$ cat src/rtl/hstl_tx_frame_ctrl.sv
// rtl/hstl_tx_frame_ctrl.sv - frame sequencer driving I/T nets of a tri-state HSTL/DCI pad buffer
// Frames are start bit, LSB-first data, stop bit; pad is released when idle or held.
module hstl_tx_frame_ctrl #(
    parameter int DATA_WIDTH  = 8,
    parameter int TURN_CYCLES = 2
) (
    input  logic                  CLK,
    input  logic                  RST_N,
    input  logic [DATA_WIDTH-1:0] IN_DATA,
    input  logic                  IN_VALID,
    output logic                  IN_READY,
    input  logic                  HOLD,
    output logic                  PAD_I,
    output logic                  PAD_T,
    output logic                  BUSY,
    output logic                  ABORT
);

    localparam int BW = (DATA_WIDTH > 1) ? $clog2(DATA_WIDTH + 1) : 1;
    localparam int TW = (TURN_CYCLES > 0) ? $clog2(TURN_CYCLES + 1) : 1;

    typedef enum logic [2:0] {
        S_IDLE,
        S_TURN,
        S_START,
        S_DATA,
        S_STOP
    } state_t;

    state_t                state;
    logic [DATA_WIDTH-1:0] shift_reg;
    logic [BW-1:0]         bit_cnt;
    logic [TW-1:0]         turn_cnt;
    logic                  accept;

    assign IN_READY = ((state == S_IDLE) || (state == S_STOP)) && !HOLD && RST_N;
    assign accept   = IN_VALID && IN_READY;

    // Outputs are registered alongside the state so the pad nets never glitch.
    // The shift register runs one bit ahead of PAD_I because PAD_I is loaded from it.
    always_ff @(posedge CLK or negedge RST_N) begin
        if (!RST_N) begin
            state     <= S_IDLE;
            shift_reg <= '0;
            bit_cnt   <= '0;
            turn_cnt  <= '0;
            PAD_T     <= 1'b1;
            PAD_I     <= 1'b0;
            BUSY      <= 1'b0;
            ABORT     <= 1'b0;
        end else begin
            ABORT <= 1'b0;
            if (HOLD) begin
                ABORT     <= (state != S_IDLE);
                state     <= S_IDLE;
                shift_reg <= '0;
                bit_cnt   <= '0;
                turn_cnt  <= '0;
                PAD_T     <= 1'b1;
                PAD_I     <= 1'b0;
                BUSY      <= 1'b0;
            end else begin
                case (state)
                    S_IDLE: begin
                        if (accept) begin
                            shift_reg <= IN_DATA;
                            BUSY      <= 1'b1;
                            PAD_I     <= 1'b0;
                            if (TURN_CYCLES == 0) begin
                                state <= S_START;
                                PAD_T <= 1'b0;
                            end else begin
                                state    <= S_TURN;
                                turn_cnt <= TW'(TURN_CYCLES - 1);
                                PAD_T    <= 1'b1;
                            end
                        end
                    end
                    S_TURN: begin
                        if (turn_cnt == '0) begin
                            state <= S_START;
                            PAD_T <= 1'b0;
                            PAD_I <= 1'b0;
                        end else begin
                            turn_cnt <= turn_cnt - TW'(1);
                        end
                    end
                    S_START: begin
                        state     <= S_DATA;
                        bit_cnt   <= BW'(DATA_WIDTH - 1);
                        PAD_I     <= shift_reg[0];
                        shift_reg <= shift_reg >> 1;
                    end
                    S_DATA: begin
                        if (bit_cnt == '0) begin
                            state <= S_STOP;
                            PAD_I <= 1'b1;
                        end else begin
                            bit_cnt   <= bit_cnt - BW'(1);
                            PAD_I     <= shift_reg[0];
                            shift_reg <= shift_reg >> 1;
                        end
                    end
                    S_STOP: begin
                        if (accept) begin
                            // Back-to-back word: keep driving, no turnaround.
                            state     <= S_START;
                            shift_reg <= IN_DATA;
                            PAD_I     <= 1'b0;
                        end else begin
                            state <= S_IDLE;
                            PAD_T <= 1'b1;
                            PAD_I <= 1'b0;
                            BUSY  <= 1'b0;
                        end
                    end
                    default: begin
                        state <= S_IDLE;
                        PAD_T <= 1'b1;
                        PAD_I <= 1'b0;
                        BUSY  <= 1'b0;
                    end
                endcase
            end
        end
    end

endmodule

$ cat config.mk
export PLATFORM = sky130hd
export DESIGN_NAME = hstl_tx_frame_ctrl
export DESIGN_NICKNAME = d
export VERILOG_FILES = /design/src/rtl/hstl_tx_frame_ctrl.sv
export SDC_FILE = /design/constraint.sdc
export NUM_CORES = 1
export LEC_CHECK = 0
export ABC_CLOCK_PERIOD_IN_PS = 2200
export BUFFER_PORTS_ARGS = -buffer_cell sky130_fd_sc_hd__buf_2
export CORE_ASPECT_RATIO = 1.4
export CORE_MARGIN = 2
export CORE_UTILIZATION = 59
export CTS_BUF_LIST = sky130_fd_sc_hd__clkbuf_4 sky130_fd_sc_hd__clkbuf_8
export CTS_CLUSTER_DIAMETER = 60
export DETAILED_ROUTE_END_ITERATION = 10
export PLACE_DENSITY = 0.93
export SYNTH_ARGS = -nofsm -noshare
export SYNTH_HDL_FRONTEND = slang
export SYNTH_SLANG_ARGS = --single-unit
$ cat constraint.sdc
create_clock -name CLK -period 2.2 [get_ports CLK]
set_input_delay 0.22 -clock CLK [delete_from_list [all_inputs] [get_ports CLK]]
set_output_delay 0.22 -clock CLK [all_outputs]
set_load 0.02 [all_outputs]
==> results of run 1 <==
[tightest hold or removal path, cell delays in order]
cell,delay (ps)
buf_2,110
nand2_1,110
a221oi_1,90
[synthesized netlist by cell type, drive strengths merged (4+ instances only)]
| master | instances | area [µm²] |
|---|---|---|
| dfrtp | 20 | 500 |
| nor3b | 11 | 82.6 |
| nor2 | 10 | 37.5 |
| mux2i | 9 | 90.1 |
| nand2 | 9 | 33.8 |
| a211o | 8 | 86.3 |
| a21oi | 8 | 40.0 |
| nor4 | 8 | 50.1 |
| buf | 7 | 33.8 |
| inv | 7 | 26.3 |
| a211oi | 4 | 35.0 |
| nor2b | 4 | 25.0 |
| o21ai | 4 | 20.0 |
[where the power goes]
| part | total [µW] | internal, µW | leakage, µW | switching [µW] |
|---|---|---|---|---|
| clock | 199 | 68.1 | 0.0000177 | 131 |
| combinational | 387 | 186 | 0.000369 | 200 |
| sequential | 513 | 447 | 0.000279 | 66.2 |
[kinds of logic after synthesis]
| group | share of synthesized area |
|---|---|
| mux | 0.0698 |
| fa+ha+maj | 0.0271 |
| simple gates | 0.243 |
| buf+inv | 0.0523 |
| compound gates | 0.200 |
| flops | 0.408 |
[area by class of cell]
cell class	count	share of cell area
clock inverter	1	0.00351
sequential	21	0.370
tap	22	0.0193
clock buffer	3	0.0158
inverter	7	0.0184
timing repair buffer	21	0.0843
multi-input combinational	98	0.489
[how the worst max path moves through the flow]
stage,start,to,slack (ps)
after floorplan,bit_cnt[0]$_DFFE_PN0P_,shift_reg[0]$_DFFE_PN0P_,510
after global placement,bit_cnt[0]$_DFFE_PN0P_,shift_reg[1]$_DFFE_PN0P_,390
after detailed placement,bit_cnt[0]$_DFFE_PN0P_,shift_reg[3]$_DFFE_PN0P_,240
after CTS,bit_cnt[0]$_DFFE_PN0P_,shift_reg[3]$_DFFE_PN0P_,200
after global routing,bit_cnt[0]$_DFFE_PN0P_,shift_reg[3]$_DFFE_PN0P_,130
final,bit_cnt[0]$_DFFE_PN0P_,shift_reg[3]$_DFFE_PN0P_,220
[metal layers]
metal  routed length [µm]  up-vias  track usage
li1                     -      531            -
met1                 1170      530        0.253
met2                 1560       23        0.452
met3                   85        5       0.0244
met4                   43        0        0.134
met5                    0        -            0
[through the flow]
stage	total power [µW]	instance area [µm²]	setup slack, ps
floorplan	798	1290	512
global placement	877	1390	386
detailed placement	901	1390	237
CTS	1100	1430	204
global route	1160	1430	134
finish	1100	1430	215
==> impl_metrics.tcl, run 1 <==
set metrics [dict create \
    drive_above_1_share 0.232 \
    fp.dieH_um 59.4 \
    worstHoldEndpoint "state[0]$_DFFE_PN0P_" \
    cp_num_buf_inv 1 \
    powerDensity_nw_per_um2 771 \
    ir_drop_mv 0.483 \
    p_leak_uw 0.000666 \
    clock_skew_ps 7.45 \
    async_flop_share 1.00 \
    core-area_um2 2130 \
    start_kind "register" \
    final_common_cell "dfrtp_1" \
    synth_area_um2 1290 \
    postCtsSetupRepairBufs 0 \
    syn_to_final_growth_pct 10.4 \
    slew_headroom 0.640 \
    vias 1089 \
    cp_slowest_cell "dfrtp_1" \
    drv_slew 0 \
    dieArea_um2 2580 \
    finalSetupTns_ps 0 \
    max_freq_ghz 0.504 \
    nNetsFinal 166 \
    fillerInstances 178 \
    antenna_left 0 \
    ys.flop_type "dfrtp_1" \
    ys_warn_count 0 \
    post_drt_via_cell_ratio 6.29 \
    drcViolationCount 0 \
    syn_nets 149 \
    final_cells 173 \
    grt_max_degree 31 \
    fin_crit_sh 0.902 \
    min_from "IN_VALID" \
    drt_wl_total_mm 2.85 \
    required_ps 2470 \
    r2r-start "bit_cnt[0]$_DFFE_PN0P_" \
    hpwl_mm 2.06 \
    layout_min_cycle_time_ps 1980 \
    root_buffer "clkbuf_4" \
    drt_iter0_markers 34 \
    htree_num_levels 1 \
    setup_violations 0 \
    cts_tree "built" \
    numCtsBuffers 3 \
    worst_pin_slew_ps 540 \
    wl_per_cell_um 16.5 \
    cts.clk_slew.worst_paths_ps 130 \
    mostFrequentLayoutCells "20 x dfrtp_1, 16 x buf_2, 11 x nor3b_1" \
    synth_cell_types 38 \
    multi_input_area_um2 697 \
    cts.sinks 21 \
    seq_area_um2 527 \
    reg2reg_slack_ps 220 \
    num_antenna_cells 0 \
    worst_skew_pair.late_latency_ps 320 \
    die_w_um 43.5 \
    ys_ff_latch 21 \
    post-route-util 0.670 \
    syn_inst 135 \
    port_buffers 16 \
    grt_pass1_wl_mm 4.63 \
    gp_congestion 0.778 \
    synth-seq-area-share 0.408 \
    fin_worst_hold_slack_ps 241 \
    rsz0062_at_grt "no" \
    synth-edff-count 0 \
    min_path_cells 3 \
    initial_core_util 0.607 \
    grt_pass1_vias 1100 \
    crit_fanout 8 \
    cp.depth 6 \
    gr-usage-all-layers 0.240 \
    dp_cells 168 \
    rows 20 \
    post_cts_resized 0 \
    cp_slowest_stage_delay_ps 430 \
    drt_pass1_iterations 4 \
    arrival_ps 2250 \
    clockBufferDepth 2 \
    hold_viol 0 \
    cap_violations 0 \
    reg2reg_to "shift_reg[3]$_DFFE_PN0P_" \
    crit_chain "inv_1 > ha_1 > and4bb_4 > a211o_4 > nor4_1 > a211o_2" \
    synth.avg_cell_area_um2 9.56 \
    cts_hold_buf 1 \
    overflow 0 \
    r2r.worst_path.cells 6 \
    hold_path_class "primary input to register" \
    largest_reg_flops 8 \
    io_pins 17 \
    antenna_found_initial 0 \
    crit_family "simple AND/OR/NAND/NOR gates" \
    crit_type "register to register" \
    status "finished, final reports clean" \
    worst_setup_path_end_kind "register" \
]
No activity file was read; power rests on OpenSTA's default activity.
==> inputs of run 2 (changes only) <==
==> config.mk (replaced) <==
export PLATFORM = sky130hd
export DESIGN_NAME = hstl_tx_frame_ctrl
export DESIGN_NICKNAME = d
export VERILOG_FILES = /design/src/rtl/hstl_tx_frame_ctrl.sv
export SDC_FILE = /design/constraint.sdc
export NUM_CORES = 1
export LEC_CHECK = 0
export ABC_CLOCK_PERIOD_IN_PS = 1600
export BUFFER_PORTS_ARGS = -buffer_cell sky130_fd_sc_hd__buf_2
export CAP_MARGIN = 20
export CORE_ASPECT_RATIO = 1.4
export CORE_MARGIN = 2
export CORE_UTILIZATION = 53
export CTS_BUF_LIST = sky130_fd_sc_hd__clkbuf_4 sky130_fd_sc_hd__clkbuf_8
export CTS_CLUSTER_DIAMETER = 60
export DETAILED_ROUTE_END_ITERATION = 10
export PLACE_DENSITY = 0.89
export SLEW_MARGIN = 10
export SYNTH_ARGS = -nofsm -noshare
export SYNTH_HDL_FRONTEND = slang
export SYNTH_SLANG_ARGS = --single-unit
==> constraint.sdc (replaced) <==
create_clock -name CLK -period 1.6 [get_ports CLK]
set_input_delay 0.16 -clock CLK [delete_from_list [all_inputs] [get_ports CLK]]
set_output_delay 0.16 -clock CLK [all_outputs]
set_load 0.02 [all_outputs]
==> run 2 against run 1 <==
Compared with the run above: the run now ends with negative setup slack left; clock power grew 38%; maximum frequency rose by 12%; routed wire length rose by 20%; final cell count rose by 12%; worst setup slack worse by 380 ps; clock skew shrank 0.64 ps; sequential share of layout area decreased by 5.9 points; worst hold slack lost 21 ps; total power grew 58%; critical path type unchanged; largest cell class unchanged; largest power group is now combinational logic.
==> impl_metrics.tcl, run 2 (synthesis gave the netlist of run 1 again) <==
set metrics [dict create \
    hold_viol 0 \
    mostFrequentLayoutCells "20 x dfrtp_1, 19 x buf_4, 16 x buf_2" \
    hold_path_class "primary input to register" \
    htree_num_levels 1 \
    nNetsFinal 185 \
    grt_pass1_wl_mm 5.62 \
    worst_setup_path_end_kind "register" \
    failed_checks "negative setup slack" \
    clock_skew_ps 6.81 \
    cts_tree "built" \
    fin_ws_ps -168 \
    cp_num_buf_inv 2 \
    gp_congestion 0.825 \
    fp.dieH_um 62.4 \
    p_leak_uw 0.000774 \
    grt_pass1_vias 1246 \
    fin_worst_hold_slack_ps 220 \
    arrival_ps 1980 \
    final_common_cell "dfrtp_1" \
    rsz0062_at_grt "yes" \
    hpwl_mm 2.34 \
    post-route-util 0.717 \
    antenna_found_initial 0 \
    num_antenna_cells 0 \
    worstHoldEndpoint "state[0]$_DFFE_PN0P_" \
    root_buffer "clkbuf_4" \
    cts.sinks 21 \
    die_w_um 45.7 \
    overflow 0 \
    syn_to_final_growth_pct 31.3 \
    cp_slowest_stage_delay_ps 400 \
    slew_headroom 0.673 \
    cts.clk_slew.worst_paths_ps 130 \
    ir_drop_mv 0.748 \
    crit_type "register to register" \
    stdcell_area_um2 1700 \
    worst_skew_pair.late_latency_ps 320 \
    status "finished, violations left" \
    core-area_um2 2360 \
    start_kind "register" \
    max_freq_ghz 0.566 \
    dieArea_um2 2850 \
    reg2reg_slack_ps -170 \
    gr-usage-all-layers 0.268 \
    min_path_cells 3 \
    required_ps 1820 \
    io_pins 17 \
    r2r.worst_path.cells 7 \
    drive_above_1_share 0.382 \
    layout_min_cycle_time_ps 1770 \
    drt_wl_total_mm 3.41 \
    cp_slowest_cell "dfrtp_1" \
    drcViolationCount 0 \
    post_drt_via_cell_ratio 6.30 \
    drt_pass1_iterations 5 \
    vias 1216 \
    crit_chain "inv_1 > ha_2 > and4bb_4 > a211oi_4 > buf_6 > nor3b_2 > a211o_2" \
    setup_violations 10 \
    drt_iter0_markers 45 \
    r2r-start "bit_cnt[1]$_DFFE_PN0P_" \
    clockBufferDepth 2 \
    crit_family "compound AO/OA/AOI/OAI gates" \
    fillerInstances 170 \
    powerDensity_nw_per_um2 1020 \
    drv_slew 0 \
    reg2reg_to "shift_reg[1]$_DFFE_PN0P_" \
    fin_crit_sh 1.11 \
    antenna_left 0 \
    postPlaceCellArea_um2 1550 \
    numCtsBuffers 3 \
    min_from "IN_VALID" \
    rows 21 \
    initial_core_util 0.546 \
    wl_per_cell_um 17.7 \
    finalSetupTns_ps -1010 \
    cap_violations 0 \
    worst_pin_slew_ps 489 \
    largest_reg_flops 8 \
    grt_max_degree 31 \
    crit_fanout 6 \
    port_buffers 16 \
]
run 2: changes by cell type in the layout (fill, tap and decap cells not counted), moves of 2 or more:
cell,change
nor3b_1,-4
nor3b_2,+4
dlygate4sd3_1,+2
buf_4,+15
nor4_4,+3
nor4_1,-7
nor4_2,+4
run 2: cell type report:
| class | instances | area [µm²] | area share |
|---|---|---|---|
| timing repair buffer | 40 | 284 | 0.168 |
| clock buffer | 3 | 22.5 | 0.0133 |
| sequential | 21 | 527 | 0.311 |
| tap | 23 | 28.8 | 0.0170 |
| multi-input combinational | 98 | 800 | 0.472 |
| clock inverter | 1 | 7.51 | 0.00443 |
| inverter | 7 | 26.3 | 0.0155 |
run 2: per-stage QoR:
stage                     power [µW]  setup WS [ps]  instances
after global routing            1820           -176        193
after CTS                       1700          -94.2        192
final                           1730           -168        193
after floorplan                 1140           24.1        135
after global placement          1330           24.3        182
after detailed placement        1370           -114        182
run 2: tightest hold or removal path, stage by stage:
cell and delay [ps]:
buf_2 110, nand2_1 130, a221oi_1 110
run 2: timing repair:
| action | 4_1_cts | 5_1_grt |
|---|---|---|
| setup buffers | 3 | 1 |
| setup endpoints to repair | 9 | 15 |
| endpoints found under the hold margin | 20 | 0 |
| gates resized for setup | 5 | 4 |
| hold buffers | 3 | 0 |
| pin swaps | 3 | 3 |
run 2: how the worst max path moves through the flow:
stage	from	endpoint	slack, ps	cells after the start
finish	bit_cnt[1]$_DFFE_PN0P_	shift_reg[1]$_DFFE_PN0P_	-170	7
global route	bit_cnt[1]$_DFFE_PN0P_	shift_reg[1]$_DFFE_PN0P_	-180	7
CTS	bit_cnt[1]$_DFFE_PN0P_	shift_reg[4]$_DFFE_PN0P_	-90	6
detailed placement	bit_cnt[1]$_DFFE_PN0P_	shift_reg[4]$_DFFE_PN0P_	-110	6
global placement	bit_cnt[0]$_DFFE_PN0P_	shift_reg[6]$_DFFE_PN0P_	20	6
floorplan	bit_cnt[0]$_DFFE_PN0P_	shift_reg[0]$_DFFE_PN0P_	20	6
run 2: power breakdown:
part	internal, µW	leakage [µW]	switching, µW
Combinational	385	0.000481	385
Clock	95.8	0.0000139	178
Sequential	614	0.000279	72.6
run 2: per-layer routing:
metal / up-vias / wire length (µm) / GRT usage
li1: 570 / - / -
met1: 599 / 1320 / 0.333
met2: 34 / 1830 / 0.442
met3: 13 / 131 / 0.0260
met4: 0 / 123 / 0.132
met5: - / 0 / 0
